**src/rtl/qts_pkg.sv**
```systemverilog
// qts_pkg: sequencer state encoding and table index/count width helpers.
package qts_pkg;

    typedef enum logic [2:0] {IDLE, LOAD, HOLD, RUN, CHECK, DONE} qts_state_t;

    function automatic int qts_idx_w(input int nload, input int nchk);
        int w;
        w = $clog2(nload > nchk ? nload : nchk);
        return w < 1 ? 1 : w;
    endfunction

    localparam int QTS_NLOAD = 8;
    localparam int QTS_NCHK  = 4;
    localparam int QTS_IDX_W = qts_idx_w(QTS_NLOAD, QTS_NCHK);
    localparam int QTS_CNT_W = QTS_IDX_W + 1;

endpackage

```
**src/rtl/qts_table.sv**
```systemverilog
// qts_table: DEPTH x {addr,data} register array, one write port, combinational read.
module qts_table
    import qts_pkg::*;
#(
    parameter int DEPTH = QTS_NLOAD,
    parameter int AW    = 8,
    parameter int DW    = 8,
    parameter int IW    = QTS_IDX_W
) (
    input  logic          clk,
    input  logic          we,
    input  logic [IW-1:0] widx,
    input  logic [AW-1:0] waddr,
    input  logic [DW-1:0] wdata,
    input  logic [IW-1:0] ridx,
    output logic [AW-1:0] raddr,
    output logic [DW-1:0] rdata
);

    localparam int TW = DEPTH > 1 ? $clog2(DEPTH) : 1;

    logic [AW+DW-1:0] mem [DEPTH];

    // Contents are deliberately not reset; indices past DEPTH are dropped.
    always_ff @(posedge clk)
        if (we && int'(widx) < DEPTH) mem[widx[TW-1:0]] <= {waddr, wdata};

    assign {raddr, rdata} = mem[ridx[TW-1:0]];

endmodule

```
**src/rtl/quicktest_sequencer.sv**
```systemverilog
// quicktest_sequencer: preload memory, run core until done, read back and compare results.
// Optional RUN timeout is compiled in when QTS_TIMEOUT_EN is defined.
module quicktest_sequencer
    import qts_pkg::*;
#(
    parameter int DW      = 8,
    parameter int AW      = 8,
    parameter int NLOAD   = 8,
    parameter int NCHK    = 4,
    parameter int RST_CYC = 2,
    parameter int TIMEOUT = 1024,
    localparam int IW     = qts_idx_w(NLOAD, NCHK),
    localparam int CW     = IW + 1
) (
    input  logic            clk,
    input  logic            reset,
    input  logic            cfg_we,
    input  logic            cfg_sel,
    input  logic [IW-1:0]   cfg_idx,
    input  logic [AW-1:0]   cfg_addr,
    input  logic [DW-1:0]   cfg_data,
    input  logic            cfg_len_we,
    input  logic [CW-1:0]   cfg_len,
    input  logic            start,
    output logic            core_reset,
    input  logic            core_done,
    output logic            dm_en,
    output logic            dm_we,
    output logic [AW-1:0]   dm_addr,
    output logic [DW-1:0]   dm_wdata,
    input  logic [DW-1:0]   dm_rdata,
    output logic            busy,
    output logic            pass,
    output logic            fail,
    output logic            timed_out,
    output logic [NCHK-1:0] err_mask
);

    localparam int HW = RST_CYC > 1 ? $clog2(RST_CYC) : 1;

    qts_state_t    state, nxt;
    logic [CW-1:0] n_load, n_chk, idx;
    logic [HW-1:0] hcnt;
    logic          cfg_ok, tmo;
    logic [AW-1:0] l_addr, c_addr;
    logic [DW-1:0] l_data, c_data;

    assign cfg_ok = state == IDLE || state == DONE;
    assign busy   = !cfg_ok;

    qts_table #(.DEPTH(NLOAD), .AW(AW), .DW(DW), .IW(IW)) u_load (
        .clk   (clk),
        .we    (cfg_ok && cfg_we && !cfg_sel),
        .widx  (cfg_idx),
        .waddr (cfg_addr),
        .wdata (cfg_data),
        .ridx  (idx[IW-1:0]),
        .raddr (l_addr),
        .rdata (l_data)
    );

    qts_table #(.DEPTH(NCHK), .AW(AW), .DW(DW), .IW(IW)) u_chk (
        .clk   (clk),
        .we    (cfg_ok && cfg_we && cfg_sel),
        .widx  (cfg_idx),
        .waddr (cfg_addr),
        .wdata (cfg_data),
        .ridx  (idx[IW-1:0]),
        .raddr (c_addr),
        .rdata (c_data)
    );

    always_comb begin
        nxt = state;
        case (state)
            IDLE, DONE: if (start) nxt = n_load == '0 ? HOLD : LOAD;
            LOAD:       if (idx + CW'(1) == n_load) nxt = HOLD;
            HOLD:       if (hcnt == HW'(RST_CYC - 1)) nxt = RUN;
            RUN:        nxt = core_done ? (n_chk == '0 ? DONE : CHECK) : tmo ? DONE : RUN;
            CHECK:      if (idx + CW'(1) == n_chk) nxt = DONE;
            default:    nxt = IDLE;
        endcase
    end

    assign core_reset = state == IDLE || state == LOAD || state == HOLD;
    assign dm_en      = state == LOAD || state == CHECK;
    assign dm_we      = state == LOAD;
    assign dm_addr    = state == LOAD ? l_addr : state == CHECK ? c_addr : '0;
    assign dm_wdata   = dm_we ? l_data : '0;
    assign pass       = state == DONE && !timed_out && err_mask == '0;
    assign fail       = state == DONE && !pass;

    always_ff @(posedge clk or negedge reset) begin
        if (!reset) begin
            state    <= IDLE;
            idx      <= '0;
            hcnt     <= '0;
            n_load   <= '0;
            n_chk    <= '0;
            err_mask <= '0;
        end else begin
            state <= nxt;
            idx   <= state == nxt && (state == LOAD || state == CHECK) ? idx + CW'(1) : '0;
            hcnt  <= state == HOLD && nxt == HOLD ? hcnt + HW'(1) : '0;
            if (cfg_ok && cfg_len_we && cfg_sel)
                n_chk <= cfg_len > CW'(NCHK) ? CW'(NCHK) : cfg_len;
            if (cfg_ok && cfg_len_we && !cfg_sel)
                n_load <= cfg_len > CW'(NLOAD) ? CW'(NLOAD) : cfg_len;
            if (cfg_ok && start)
                err_mask <= '0;
            else if (state == CHECK && dm_rdata != c_data)
                err_mask <= err_mask | (NCHK'(1) << idx);
        end
    end

`ifdef QTS_TIMEOUT_EN
    localparam int TW = TIMEOUT > 1 ? $clog2(TIMEOUT) : 1;

    logic [TW-1:0] tcnt;

    assign tmo = tcnt == TW'(TIMEOUT - 1);

    always_ff @(posedge clk or negedge reset) begin
        if (!reset) begin
            tcnt      <= '0;
            timed_out <= 1'b0;
        end else begin
            tcnt <= state == RUN && nxt == RUN ? tcnt + TW'(1) : '0;
            if (cfg_ok && start)
                timed_out <= 1'b0;
            else if (state == RUN && tmo && !core_done)
                timed_out <= 1'b1;
        end
    end
`else
    assign tmo       = 1'b0;
    assign timed_out = 1'b0;
`endif

endmodule

```
**config.mk**
```make
export PLATFORM = sky130hd
export DESIGN_NAME = quicktest_sequencer
export DESIGN_NICKNAME = d
export VERILOG_FILES = /design/src/rtl/qts_pkg.sv /design/src/rtl/qts_table.sv /design/src/rtl/quicktest_sequencer.sv
export SDC_FILE = /design/constraint.sdc
export NUM_CORES = 1
export LEC_CHECK = 0
export CAP_MARGIN = 10
export CORE_UTILIZATION = 55
export DETAILED_ROUTE_END_ITERATION = 7
export PLACE_DENSITY = 0.76
export SYNTH_ARGS = -nofsm -noshare
export SYNTH_HDL_FRONTEND = slang
export SYNTH_HIERARCHICAL = 1
export SYNTH_SLANG_ARGS = --single-unit
```
**constraint.sdc**
```tcl
create_clock -name clk -period 4.2 [get_ports clk]
set_input_delay 1.26 -clock clk [delete_from_list [all_inputs] [get_ports clk]]
set_output_delay 1.26 -clock clk [all_outputs]
set_load 0.02 [all_outputs]
```
==> run metrics <==
status=finished clean; die area=16400 µm²; overall routing resource usage=22.6%; cells after synthesis=around 440; worst slew pin tran=915 ps; DR vias=4402; DR vias/cell=5.82; RSZ-0062 raised after global routing=no; Final TNS setup=0 ps; Mapped Nets=482; FMAX=between 200 and 250 MHz; clk buf depth=3; Yosys top cell area share=65.8%; GPL Wtd Cong=0.771; area leader, netlist=edfxtp_1; first-pass GRT wire length=27100 µm; final worst path period need=4040 ps; Clock Skew=4.54 ps; Seq/Total Area, Yosys=roughly 70%; CTS tree=done; vias in the first global route=between 4000 and 5000; Util after Layout=67.6%; Synth Flop Type=edfxtp_1; CTS sink count=212; average wire per standard cell=roughly 23 µm; total gr overflow=0; dpl hpwl=10600 µm; Area contributors post-synth=edfxtp_1 (66%), mux4_1 (10%), dfrtp_1 (5.7%); pre-CTS setup slack=668 ps; slew margin rel.=between 30% and 40%; Netlist cell types=47; register clock-pin slew on the reported worst setup and hold paths=60 ps; Ys Warns=6; Synth async-reset ratio=a little under a tenth; Setup crit end kind=output port; CTS Hold Bufs=0; number of CTS-inserted buffers=21; Setup CP Type=flop to output port; Routed Antenna Nets=0; Die Height=around 130 µm; Power Dens Cells=just under 600 nW/µm²; largest net degree at the start of global routing=22; Nets=569; most frequent cell after synthesis=edfxtp_1; initial antenna violation count=0; initial core utilization=57.0%; die width=around 130 µm; Total Wirelength=~17000 µm; CP Launch Type=flop; period utilization=96.3%; Max-Cap Viols=0; htree depth=1; placed cell count=718; Max Slew Vio Count=0; top post-synthesis cells by count=edfxtp_1 (192), mux4_1 (34), nor2_1 (23); row count=45; DRC viols=0; Hold WC Path Type=flop to flop; post-CTS setup buffers=0; 1st-iter DRT viols=roughly 400; share of post-route cells with drive strength above 1=17.6%; worst-path fanout max=10; Setup Viol. Count Final=0; synthesis-stage register bit count=212; # fillers=a little over 1000; Resize count post-CTS=0; setup ws final=~160 ps; Syn Area/Cell=between 15 and 20 µm²; number of buffers added on ports=63; Clock Tree Root=clkbuf_16; number of synthesized flops with an enable pin=approximately 190; Synth Cell Area=8760 µm²; Crit path required time=2940 ps; Layout area overhead=18.7%; final std cells w/o fill=between 700 and 800; drt pass-1 iters=5; Worst Path Arrival=2780 ps; clock latency at the later pin of the worst-skew pair=about 500 ps; peak supply drop=0.474 mV; core area=15400 µm²; Pleak=0.00348 µW; IO Pins=65; Design Power=6040 µW; n_diodes=0; final hold violations=0
==> critical path, cell delays in order, from the launching register on <==
cell	delay [ps]
dfrtp_2	430
buf_4	260
mux4_1	610
mux2_2	300
and2_1	140
clkdlybuf4s50_1	530
==> worst paths after layout <==
path / from / to / slack [ps] / cells after the start
setup / recovery: idx[0] / dm_wdata[4] / 160 / 5
hold / removal: hcnt / hcnt / 450 / 1
setup reg to reg: state[2] / u_load/mem[4][3] / 1770 / 8
hold reg to reg: hcnt / hcnt / 450 / 1
max in group asynchronous: reset / idx[0] / 2300 / 1
min in group asynchronous: reset / state[2] / 1280 / 1
==> kinds of logic after synthesis <==
kind of cell	count (synthesis)	share of synthesized area, %
AOI/OAI and AO/OA	29	2.34
and+or+nand+nor	86	5.47
adders and majority gates	1	0.143
other	1	0.0428
xor gates and xnor gates	21	2.10
buffers and inverters	25	1.97
DFF	212	71.6
muxes	68	16.4
==> per-stage QoR <==
stage | instance area, µm² | hold WS, ps
floorplan | 8760 | 409
global placement | 9740 | 421
detailed placement | 9740 | 438
CTS | 10400 | 446
global route | 10400 | 478
finish | 10400 | 450
==> cell usage in the layout (no fill, tap or decap), types with 5 or more instances in the layout <==
master	netlist	routed
edfxtp_1	192	192
clkdlybuf4s50_1	0	63
mux4_1	34	34
nor2_1	23	23
buf_4	1	22
clkbuf_16	0	21
mux2_2	20	20
dfrtp_1	20	19
nand2_1	15	15
mux4_2	14	14
xor2_1	13	13
and2_1	9	9
xnor2_1	8	8
a22oi_1	8	8
nand2b_1	7	7
nor2b_1	6	6
clkinv_1	0	6
nor4_1	5	5
==> report_power, final <==
group	switching, µW	internal [µW]	leakage [µW]	total [µW]
logic	877	856	0.00117	1730
registers	97.2	2420	0.00199	2510
clock network	756	1040	0.000320	1800
total	1730	4310	0.00348	6040
==> routing by layer <==
layer	GRT usage [%]	part of all wire [%]	up-vias
met3	4.84	8.5	27
met1	30.3	40	2221
met2	37.6	50	165
met5	0	0	-
li1	-	-	1989
met4	6.37	2.0	0
==> sequential cells by signal (all words and copies together), names as in the netlist <==
| name | cells |
|---|---|
| u_chk/mem | 64 |
| n_load | 4 |
| n_chk | 4 |
| idx | 4 |
| hcnt | 1 |
| err_mask | 4 |
| state | 3 |
| u_load/mem | 128 |
==> cell type report <==
class,count,area (µm²),area share [%]
Clock inverter,14,119,1.14
Multi-Input combinational cell,206,2360,22.7
Sequential cell,212,6270,60.3
Clock buffer,24,537,5.16
Tap cell,211,264,2.54
Timing Repair Buffer,87,836,8.04
Inverter,2,7.51,0.0722
(Power assumes the default switching activity.)
